<file path="config.mk">
export PLATFORM = sky130hd
export DESIGN_NAME = matrix_mul_sequencer_flat
export DESIGN_NICKNAME = d
export VERILOG_FILES = /design/src/rtl/matrix_mul_sequencer_if.sv /design/src/rtl/matrix_mul_sequencer.sv /design/src/flat_wrapper.sv
export SDC_FILE = /design/constraint.sdc
export NUM_CORES = 2
export LEC_CHECK = 0
export ABC_AREA = 1
export BUFFER_PORTS_ARGS = -buffer_cell sky130_fd_sc_hd__clkbuf_2
export CORE_AREA = 10 10 205 284
export CTS_BUF_LIST = sky130_fd_sc_hd__clkbuf_4 sky130_fd_sc_hd__clkbuf_8
export CTS_CLUSTER_DIAMETER = 60
export DETAILED_ROUTE_END_ITERATION = 10
export DIE_AREA = 0 0 215 294
export PLACE_DENSITY_LB_ADDON = 0.15
export SETUP_SLACK_MARGIN = 0.4
export SLEW_MARGIN = 20
export SYNTH_ARGS = -nofsm -noshare
export SYNTH_HDL_FRONTEND = slang
export SYNTH_SLANG_ARGS = --single-unit
</file>
<file path="constraint.sdc">
create_clock -name clk -period 11 [get_ports clk]
set_input_delay 0.55 -clock clk [delete_from_list [all_inputs] [get_ports clk]]
set_output_delay 0.55 -clock clk [all_outputs]
set_load 0.02 [all_outputs]
</file>
<file path="src/rtl/matrix_mul_sequencer_if.sv">
// Handshake and matrix bus for the sequential matrix multiplier.
// The controller drives start, the dimensions and the operands; the engine drives status and the result.
interface matrix_mul_sequencer_if #(
  parameter int unsigned MAX_DIM = 5,
  parameter int unsigned DW      = 8
);
  localparam int unsigned DIMW = $clog2(MAX_DIM + 1);
  localparam int unsigned BW   = MAX_DIM * MAX_DIM * DW;

  logic            start;
  logic [DIMW-1:0] a_m;
  logic [DIMW-1:0] a_n;
  logic [DIMW-1:0] b_m;
  logic [DIMW-1:0] b_n;
  logic [BW-1:0]   matrixA_in;
  logic [BW-1:0]   matrixB_in;
  logic            busy;
  logic            done;
  logic            error;
  logic            valid;
  logic [DIMW-1:0] c_m;
  logic [DIMW-1:0] c_n;
  logic [BW-1:0]   matrix_out;

  modport master (
    output start, a_m, a_n, b_m, b_n, matrixA_in, matrixB_in,
    input  busy, done, error, valid, c_m, c_n, matrix_out
  );

  modport slave (
    input  start, a_m, a_n, b_m, b_n, matrixA_in, matrixB_in,
    output busy, done, error, valid, c_m, c_n, matrix_out
  );
endinterface

</file>
<file path="src/rtl/matrix_mul_sequencer.sv">
// Sequential C = A x B engine: one shared multiply-accumulate, one product per cycle,
// sequenced by a start/busy/done handshake.
module matrix_mul_sequencer #(
  parameter int unsigned MAX_DIM = 5,
  parameter int unsigned DW      = 8
) (
  input  logic                     clk,
  input  logic                     reset,
  matrix_mul_sequencer_if.slave    bus
);
  localparam int unsigned NEL  = MAX_DIM * MAX_DIM;
  localparam int unsigned IW   = $clog2(NEL);
  localparam int unsigned DIMW = $clog2(MAX_DIM + 1);
  localparam int unsigned BW   = NEL * DW;

  typedef enum logic [1:0] {
    IDLE,
    CHECK,
    MAC,
    DONE
  } state_t;

  state_t state;
  state_t state_nxt;

  logic [BW-1:0]   a_lat;
  logic [BW-1:0]   b_lat;
  logic [DIMW-1:0] am_q;
  logic [DIMW-1:0] an_q;
  logic [DIMW-1:0] bm_q;
  logic [DIMW-1:0] bn_q;
  logic [DIMW-1:0] i_q;
  logic [DIMW-1:0] j_q;
  logic [DIMW-1:0] k_q;
  logic [DW-1:0]   acc_q;
  logic [DW-1:0]   acc_nxt;
  logic [DW-1:0]   prod;
  logic [DW-1:0]   a_el [NEL];
  logic [DW-1:0]   b_el [NEL];
  logic [DW-1:0]   c_el [NEL];
  logic [IW-1:0]   a_idx;
  logic [IW-1:0]   b_idx;
  logic [IW-1:0]   c_idx;

  logic            dims_ok;
  logic            err_pend;
  logic            last_k;
  logic            last_j;
  logic            last_i;

  logic            busy_q;
  logic            done_q;
  logic            error_q;
  logic            valid_q;
  logic [DIMW-1:0] cm_q;
  logic [DIMW-1:0] cn_q;

  for (genvar e = 0; e < NEL; e++) begin : g_el
    assign a_el[e] = a_lat[e*DW +: DW];
    assign b_el[e] = b_lat[e*DW +: DW];
    assign bus.matrix_out[e*DW +: DW] = c_el[e];
  end

  assign bus.busy  = busy_q;
  assign bus.done  = done_q;
  assign bus.error = error_q;
  assign bus.valid = valid_q;
  assign bus.c_m   = cm_q;
  assign bus.c_n   = cn_q;

  function automatic logic dim_in_range(input logic [DIMW-1:0] d);
    return (d != '0) && (32'(d) <= MAX_DIM);
  endfunction

  always_comb begin
    dims_ok = dim_in_range(am_q) && dim_in_range(an_q) && dim_in_range(bn_q) && (an_q == bm_q);
    a_idx   = IW'(i_q) * IW'(MAX_DIM) + IW'(k_q);
    b_idx   = IW'(k_q) * IW'(MAX_DIM) + IW'(j_q);
    c_idx   = IW'(i_q) * IW'(MAX_DIM) + IW'(j_q);
    prod    = a_el[a_idx] * b_el[b_idx];
    acc_nxt = acc_q + prod;
    last_k  = (k_q == an_q - DIMW'(1));
    last_j  = (j_q == bn_q - DIMW'(1));
    last_i  = (i_q == am_q - DIMW'(1));
  end

  always_comb begin
    state_nxt = state;
    unique case (state)
      IDLE:    if (bus.start) state_nxt = CHECK;
      CHECK:   state_nxt = dims_ok ? MAC : DONE;
      MAC:     if (last_k && last_j && last_i) state_nxt = DONE;
      DONE:    state_nxt = IDLE;
      default: state_nxt = IDLE;
    endcase
  end

  always_ff @(posedge clk) begin
    if (!reset) state <= IDLE;
    else        state <= state_nxt;
  end

  // Status outputs are registered on leaving DONE, so done/valid/busy=0 appear one
  // edge after the DONE state and coincide with the following IDLE cycle.
  always_ff @(posedge clk) begin
    if (!reset) begin
      a_lat    <= '0;
      b_lat    <= '0;
      am_q     <= '0;
      an_q     <= '0;
      bm_q     <= '0;
      bn_q     <= '0;
      i_q      <= '0;
      j_q      <= '0;
      k_q      <= '0;
      acc_q    <= '0;
      c_el     <= '{default: '0};
      err_pend <= 1'b0;
      busy_q   <= 1'b0;
      done_q   <= 1'b0;
      error_q  <= 1'b0;
      valid_q  <= 1'b0;
      cm_q     <= '0;
      cn_q     <= '0;
    end else begin
      unique case (state)
        IDLE: begin
          done_q <= 1'b0;
          if (bus.start) begin
            a_lat   <= bus.matrixA_in;
            b_lat   <= bus.matrixB_in;
            am_q    <= bus.a_m;
            an_q    <= bus.a_n;
            bm_q    <= bus.b_m;
            bn_q    <= bus.b_n;
            c_el    <= '{default: '0};
            cm_q    <= '0;
            cn_q    <= '0;
            valid_q <= 1'b0;
            error_q <= 1'b0;
            busy_q  <= 1'b1;
          end
        end
        CHECK: begin
          err_pend <= !dims_ok;
          i_q      <= '0;
          j_q      <= '0;
          k_q      <= '0;
          acc_q    <= '0;
        end
        MAC: begin
          if (!last_k) begin
            acc_q <= acc_nxt;
            k_q   <= k_q + DIMW'(1);
          end else begin
            c_el[c_idx] <= acc_nxt;
            acc_q       <= '0;
            k_q         <= '0;
            if (!last_j) begin
              j_q <= j_q + DIMW'(1);
            end else begin
              j_q <= '0;
              if (!last_i) i_q <= i_q + DIMW'(1);
            end
          end
        end
        DONE: begin
          done_q  <= 1'b1;
          busy_q  <= 1'b0;
          valid_q <= 1'b1;
          error_q <= err_pend;
          if (!err_pend) begin
            cm_q <= am_q;
            cn_q <= bn_q;
          end
        end
        default: ;
      endcase
    end
  end
endmodule

</file>
<file path="src/flat_wrapper.sv">
// flat-port wrapper written by rule: the top's interface ports become plain ports
module matrix_mul_sequencer_flat 
#(
  parameter int unsigned MAX_DIM = 5,
  parameter int unsigned DW      = 8
)
  (clk, reset, bus_start, bus_a_m, bus_a_n, bus_b_m, bus_b_n, bus_matrixA_in, bus_matrixB_in, bus_busy, bus_done, bus_error, bus_valid, bus_c_m, bus_c_n, bus_matrix_out);
  matrix_mul_sequencer_if #(.MAX_DIM(MAX_DIM), .DW(DW)) bus_i ();
  input  logic clk;
  input  logic reset;
  input wire logic [$bits(bus_i.start)-1:0] bus_start;
  input wire logic [$bits(bus_i.a_m)-1:0] bus_a_m;
  input wire logic [$bits(bus_i.a_n)-1:0] bus_a_n;
  input wire logic [$bits(bus_i.b_m)-1:0] bus_b_m;
  input wire logic [$bits(bus_i.b_n)-1:0] bus_b_n;
  input wire logic [$bits(bus_i.matrixA_in)-1:0] bus_matrixA_in;
  input wire logic [$bits(bus_i.matrixB_in)-1:0] bus_matrixB_in;
  output wire logic [$bits(bus_i.busy)-1:0] bus_busy;
  output wire logic [$bits(bus_i.done)-1:0] bus_done;
  output wire logic [$bits(bus_i.error)-1:0] bus_error;
  output wire logic [$bits(bus_i.valid)-1:0] bus_valid;
  output wire logic [$bits(bus_i.c_m)-1:0] bus_c_m;
  output wire logic [$bits(bus_i.c_n)-1:0] bus_c_n;
  output wire logic [$bits(bus_i.matrix_out)-1:0] bus_matrix_out;
  assign bus_i.start = bus_start;
  assign bus_i.a_m = bus_a_m;
  assign bus_i.a_n = bus_a_n;
  assign bus_i.b_m = bus_b_m;
  assign bus_i.b_n = bus_b_n;
  assign bus_i.matrixA_in = bus_matrixA_in;
  assign bus_i.matrixB_in = bus_matrixB_in;
  assign bus_busy = bus_i.busy;
  assign bus_done = bus_i.done;
  assign bus_error = bus_i.error;
  assign bus_valid = bus_i.valid;
  assign bus_c_m = bus_i.c_m;
  assign bus_c_n = bus_i.c_n;
  assign bus_matrix_out = bus_i.matrix_out;
  matrix_mul_sequencer #(.MAX_DIM(MAX_DIM), .DW(DW)) u_core (.clk(clk), .reset(reset), .bus(bus_i));
endmodule
</file>
# After elaboration in Yosys (flattened, before gate mapping)
# Index checks and enable logic that the tools add are counted.
# totals
register_bits,642
in_bits,415
output_inout_bits,210
# op_classes
addsub,10
mul,3
order_cmp,7
eq_ne,13
mux,38
n_bitwise,3
n_reduce_logical,24
# ops
cell,n
$mux W200,2
$pmux W200 S2,1
$bwmux W200,1
$bmux W8 S5,2
$mux W8,6
$demux W8 S5,1
$pmux W3 S2,5
$mux W3,9
$ge A6 B6 Y1 const B,3
$not A5 Y6,3
$pmux W8 S2,1
$add A5 B3 Y5,3
$eq A3 B3 Y1,4
$mul A3 B3 Y5 const B,2
$add A3 B1 Y3 const B,3
$le A3 B3 Y1 const B,3
$logic_and A1 B1 Y1,9
$reduce_bool A3 Y1,3
$sub A3 B1 Y3 const B,3
$add A8 B8 Y8,1
$mul A8 B8 Y8,1
$pmux W1 S2,4
$pmux W2 S4,1
$reduce_and A2 Y1,4
other kinds (12),23

# Longest topological paths before layout
# depth
word_depth,11
mapped_depth,36
depth_no_buf,34

# Worst setup path before layout
# Ideal clock, no wire load.
# synth_timing
path_type,register to register
startpoint,register u_core.k_q[0]
endpoint,"register u_core.c_el, in the netlist u_core.bus.matrix_out[175]"
setup_ps,69
t_arrival_ps,6029
setup_slack_ps,4902
stages_incl_launch_ff,34
path_buffers,3
period_less_slack_ps,6098
path_cell_list,dfxtp_1 > ha_1 > ha_1 > inv_1 > fa_1 > buf_2 > inv_1 > buf_1 > nand3_1 > nand3_1 > nand3_1 > nand2_1 > nand2_1 > fa_1 > fa_1 > inv_1 > fa_1 > inv_1 > fa_1 > inv_1 > ha_1 > a21o_1 > a31oi_1 > inv_1 > nand3_1 > nand2_1 > nand2_1 > nand2_2 > inv_1 > nand3_2 > nand2_4 > buf_12 > nand2_2 > a21oi_2
# synth_via
elab_chain_cells,11
elab_cells_between_ends,19
classes_between,add/sub: 3; mul: 2; eq/ne: 2; mux: 9; bitwise: 2; reduce/logical: 1
# synth_lines
item,line,text
from (decl),matrix_mul_sequencer.sv:34,logic [DIMW-1:0] k_q;
from (signal assigned),matrix_mul_sequencer.sv:154,k_q <= k_q + DIMW'(1);
$mul A3 B3 Y5,matrix_mul_sequencer.sv:78,b_idx = IW'(k_q) * IW'(MAX_DIM) + IW'(j_q);
$add A5 B3 Y5,matrix_mul_sequencer.sv:78,
$not A5 Y6 (implied by the code),matrix_mul_sequencer.sv:80,prod = a_el[a_idx] * b_el[b_idx];
$bmux W8 S5,matrix_mul_sequencer.sv:80,
$mux W8 (implied by the code) (2 in series),matrix_mul_sequencer.sv:80,
$mul A8 B8 Y8,matrix_mul_sequencer.sv:80,
$add A8 B8 Y8,matrix_mul_sequencer.sv:81,acc_nxt = acc_q + prod;
$bwmux W200,matrix_mul_sequencer.sv:156,c_el[c_idx] <= acc_nxt;
$mux W200,matrix_mul_sequencer.sv:152,if (!last_k) begin
$pmux W200 S2,matrix_mul_sequencer.sv:126,unique case (state)
"to (signal, indexed assignment)",matrix_mul_sequencer.sv:156,
to (decl),matrix_mul_sequencer.sv:40,logic [DW-1:0] c_el [NEL];
# Several ways; a longest one is shown, not always the timed one. The select of a mux whose other input is x is not followed.
# A chain may end at the register's enable or synchronous reset.

# Final worst setup path
# layout_timing
startpoint,register u_core.k_q[0]
endpoint,"register u_core.c_el, in the netlist u_core.bus.matrix_out[119]"
# Same word-level chain as after synthesis.

==> metrics <==
post-synth cell types=43; Req. time, crit path=between 10,000 and 15,000 ps; Reg-to-Reg Start=u_core.k_q[0]; CTS H-tree depth=3; Slowest cell on crit path=inv_1; CP arrival=around 8100 ps; Area Overhead vs Synth=18.4%; Layout Nets=approximately 5.1k; Mapped Nets=4,595; Cell Rows=100; Worst-Margin Slew=around 1200 ps; minimum clock period=around 7500 ps; IO Port Bufs=about 620; CTS tree=done; sequential area share after synthesis=between 40% and 50%; worst skew pair latency=just over 700 ps; Worst VDD drop=about 260 uV; dpl cells=approximately 5.2k; number of global-route vias before repair=27.3k; crit path max fanout=26; CTS Hold Buffers Added=0; final slew viol count=0; Max Buffers Root-to-Sink=3; most common cell after layout, fill and taps aside=nand2_1; Wirelength per Cell=roughly 19 um; post-synthesis register bit count=approximately 640; RSZ-0062 raised after global routing=no; GP Congestion=around 0.9; final hold vios=0; setup slack, reg-to-reg=about 3500 ps; Worst Reg-to-Reg Cells=31; clock buffer count from CTS=95; DIE AREA=63,200 um2; routed wire length=about 100,000 um; grt ovf=0; status=completed; Die Y=slightly below 300 um; first-pass GRT wire length=~160,000 um; Worst Setup SP=u_core.k_q[0]; most frequent cells in the layout=nand2_1 (972), nor2_1 (843), dfxtp_1 (642); clk slew on worst S/H paths=roughly 70 ps; worst setup path category=reg2reg; IO Pins=roughly 630; routed vias=around 29k; Final Non-Filler Cells=5,380; CORE AREA=~53,000 um2; Setup crit start kind=register; CTS Sinks=642; Syn Inst Count=4,110; largest net degree at the start of global routing=between 200 and 250; syn_area_per_cell=about 7 um2; Routed Antenna Nets=0; post-CTS resize count=0; first-pass detailed-route iteration total=6; CP endpoint=u_core.bus.matrix_out[119]; # setup viols final=0; Clock Tree Root=clkbuf_8; DP HPWL=~75,000 um; fin crit share=67.8%; DRT iter0 DRCs=~2.6k; Leakage=14.9 nW; initial core utilization=a little over half; Post-synth EDFFs=0; FILL cells=5,081; max_slew headroom=19.8%; Total Neg Setup Slack=0 ps; slowest stage delay, CP=680 ps; die width=~220 um; initial antenna violation count=11; Top FF cell, synth=dfxtp_1; critical path's most frequent cell=inv_1; YS warnings=0; via/cell ratio=5.39; ys async rst share=0%; Fmax=about 130 MHz; cell area power density=250 nW/um2; fin util=approximately 64%; drt drc=0; Mapped Area=28,800 um2; Tightest Hold Check Type=in2reg; share of layout cells above drive strength 1=between 15 and 20%; Crit. End Element=register; Fin Hold WS=between 80 and 90 ps; Max-Cap Viols=0; post-CTS setup repair buffer count=0; R2R Path End=u_core.bus.matrix_out[119]; Total GRT Usage=30.8%; skew final=about 22 ps
[critical path: cells and delay by family (launching register included)]
family | cells | cell delay, ps
simple gates | 11 | 1230
flops | 1 | 540
compound gates | 4 | 910
buf+inv | 8 | 1250
fa+ha+maj | 8 | 3370
[cell type report]
type	count	area, um2	share of cell area [%]
Clock buffer	147	1880	5.52
Sequential cell	642	12900	37.7
Antenna cell	7	17.5	0.0514
Multi-Input combinational cell	3084	14400	42.3
Tap cell	714	893	2.62
Timing Repair Buffer	653	3360	9.87
Inverter	110	427	1.25
Clock inverter	23	213	0.624
[how the worst min path moves through the flow]
stage                        from                 to  slack (ps)  depth (start not counted)
2_1_floorplan   u_core.a_lat[193]  u_core.a_lat[193]         420                          2
3_3_place_gp    u_core.a_lat[198]  u_core.a_lat[198]         440                          2
3_5_place_dp    u_core.a_lat[198]  u_core.a_lat[198]         450                          2
4_1_cts        bus_matrixA_in[55]   u_core.a_lat[55]          50                          3
5_1_grt        bus_matrixA_in[55]   u_core.a_lat[55]          90                          3
6_report       bus_matrixA_in[55]   u_core.a_lat[55]          80                          3
[logic make-up (layout without fill, tap and decap cells)]
kind of cell	after synthesis	after routing	synth area share, %
AND/OR/NAND/NOR	2265	2265	32.6
AO/OA/AOI/OAI	719	719	12.8
flip-flops	642	642	44.7
buffers and inverters	384	933	5.39
adder cells (fa/ha/maj)	70	70	3.59
XOR/XNOR	30	30	0.965
other	0	7	0
[power breakdown]
group          total [mW]  internal, mW  switching, mW  leakage [nW]
logic                3.40         0.906           2.49          8.48
clock network        2.11          1.16          0.946          1.11
registers            3.03          2.77          0.263          5.26
total                8.53          4.83           3.70          14.9
[layer usage]
metal	global-route usage (%)	up-vias	part of all wire (%)
met4	14.5	10	4.2
met5	0	-	0.065
met2	53.9	1174	50
met1	35.5	13300	38
li1	-	14300	-
met3	6.00	207	7.5
[metrics by stage]
step	total power [mW]	setup WS (ps)	instance area (um2)
2_1_floorplan	5.37	4900	28800
3_3_place_gp	6.40	3720	32000
3_5_place_dp	6.43	3530	32000
4_1_cts	8.52	3520	34100
5_1_grt	9.05	3050	34100
6_report	8.53	3540	34100
[state kept, by name (all words and copies together), names as in the netlist, 2 cells and up]
name                   count
u_core.a_lat             200
u_core.acc_q               8
u_core.am_q                3
u_core.an_q                3
u_core.b_lat             200
u_core.bm_q                3
u_core.bn_q                3
u_core.bus.c_m             3
u_core.bus.c_n             3
u_core.bus.matrix_out    200
u_core.i_q                 3
u_core.j_q                 3
u_core.k_q                 3
u_core.state               2
[synth_stat cells, types with 9 or more instances]
master	count	share of area (%)
xor2_1	13	0.40
a21oi_1	243	4.2
dfxtp_1	642	45
nand3_1	376	6.5
buf_1	24	0.31
nand2_1	974	13
nor3_1	9	0.16
o21ai_0	453	7.9
a21oi_2	9	0.27
nor2_1	843	11
buf_2	50	0.87
clkbuf_1	193	2.5
xnor2_1	15	0.46
inv_1	102	1.3
ha_1	49	2.1
fa_1	21	1.5
nand2_2	18	0.39
nor3_4	19	1.1
(Power assumes the default switching activity.)
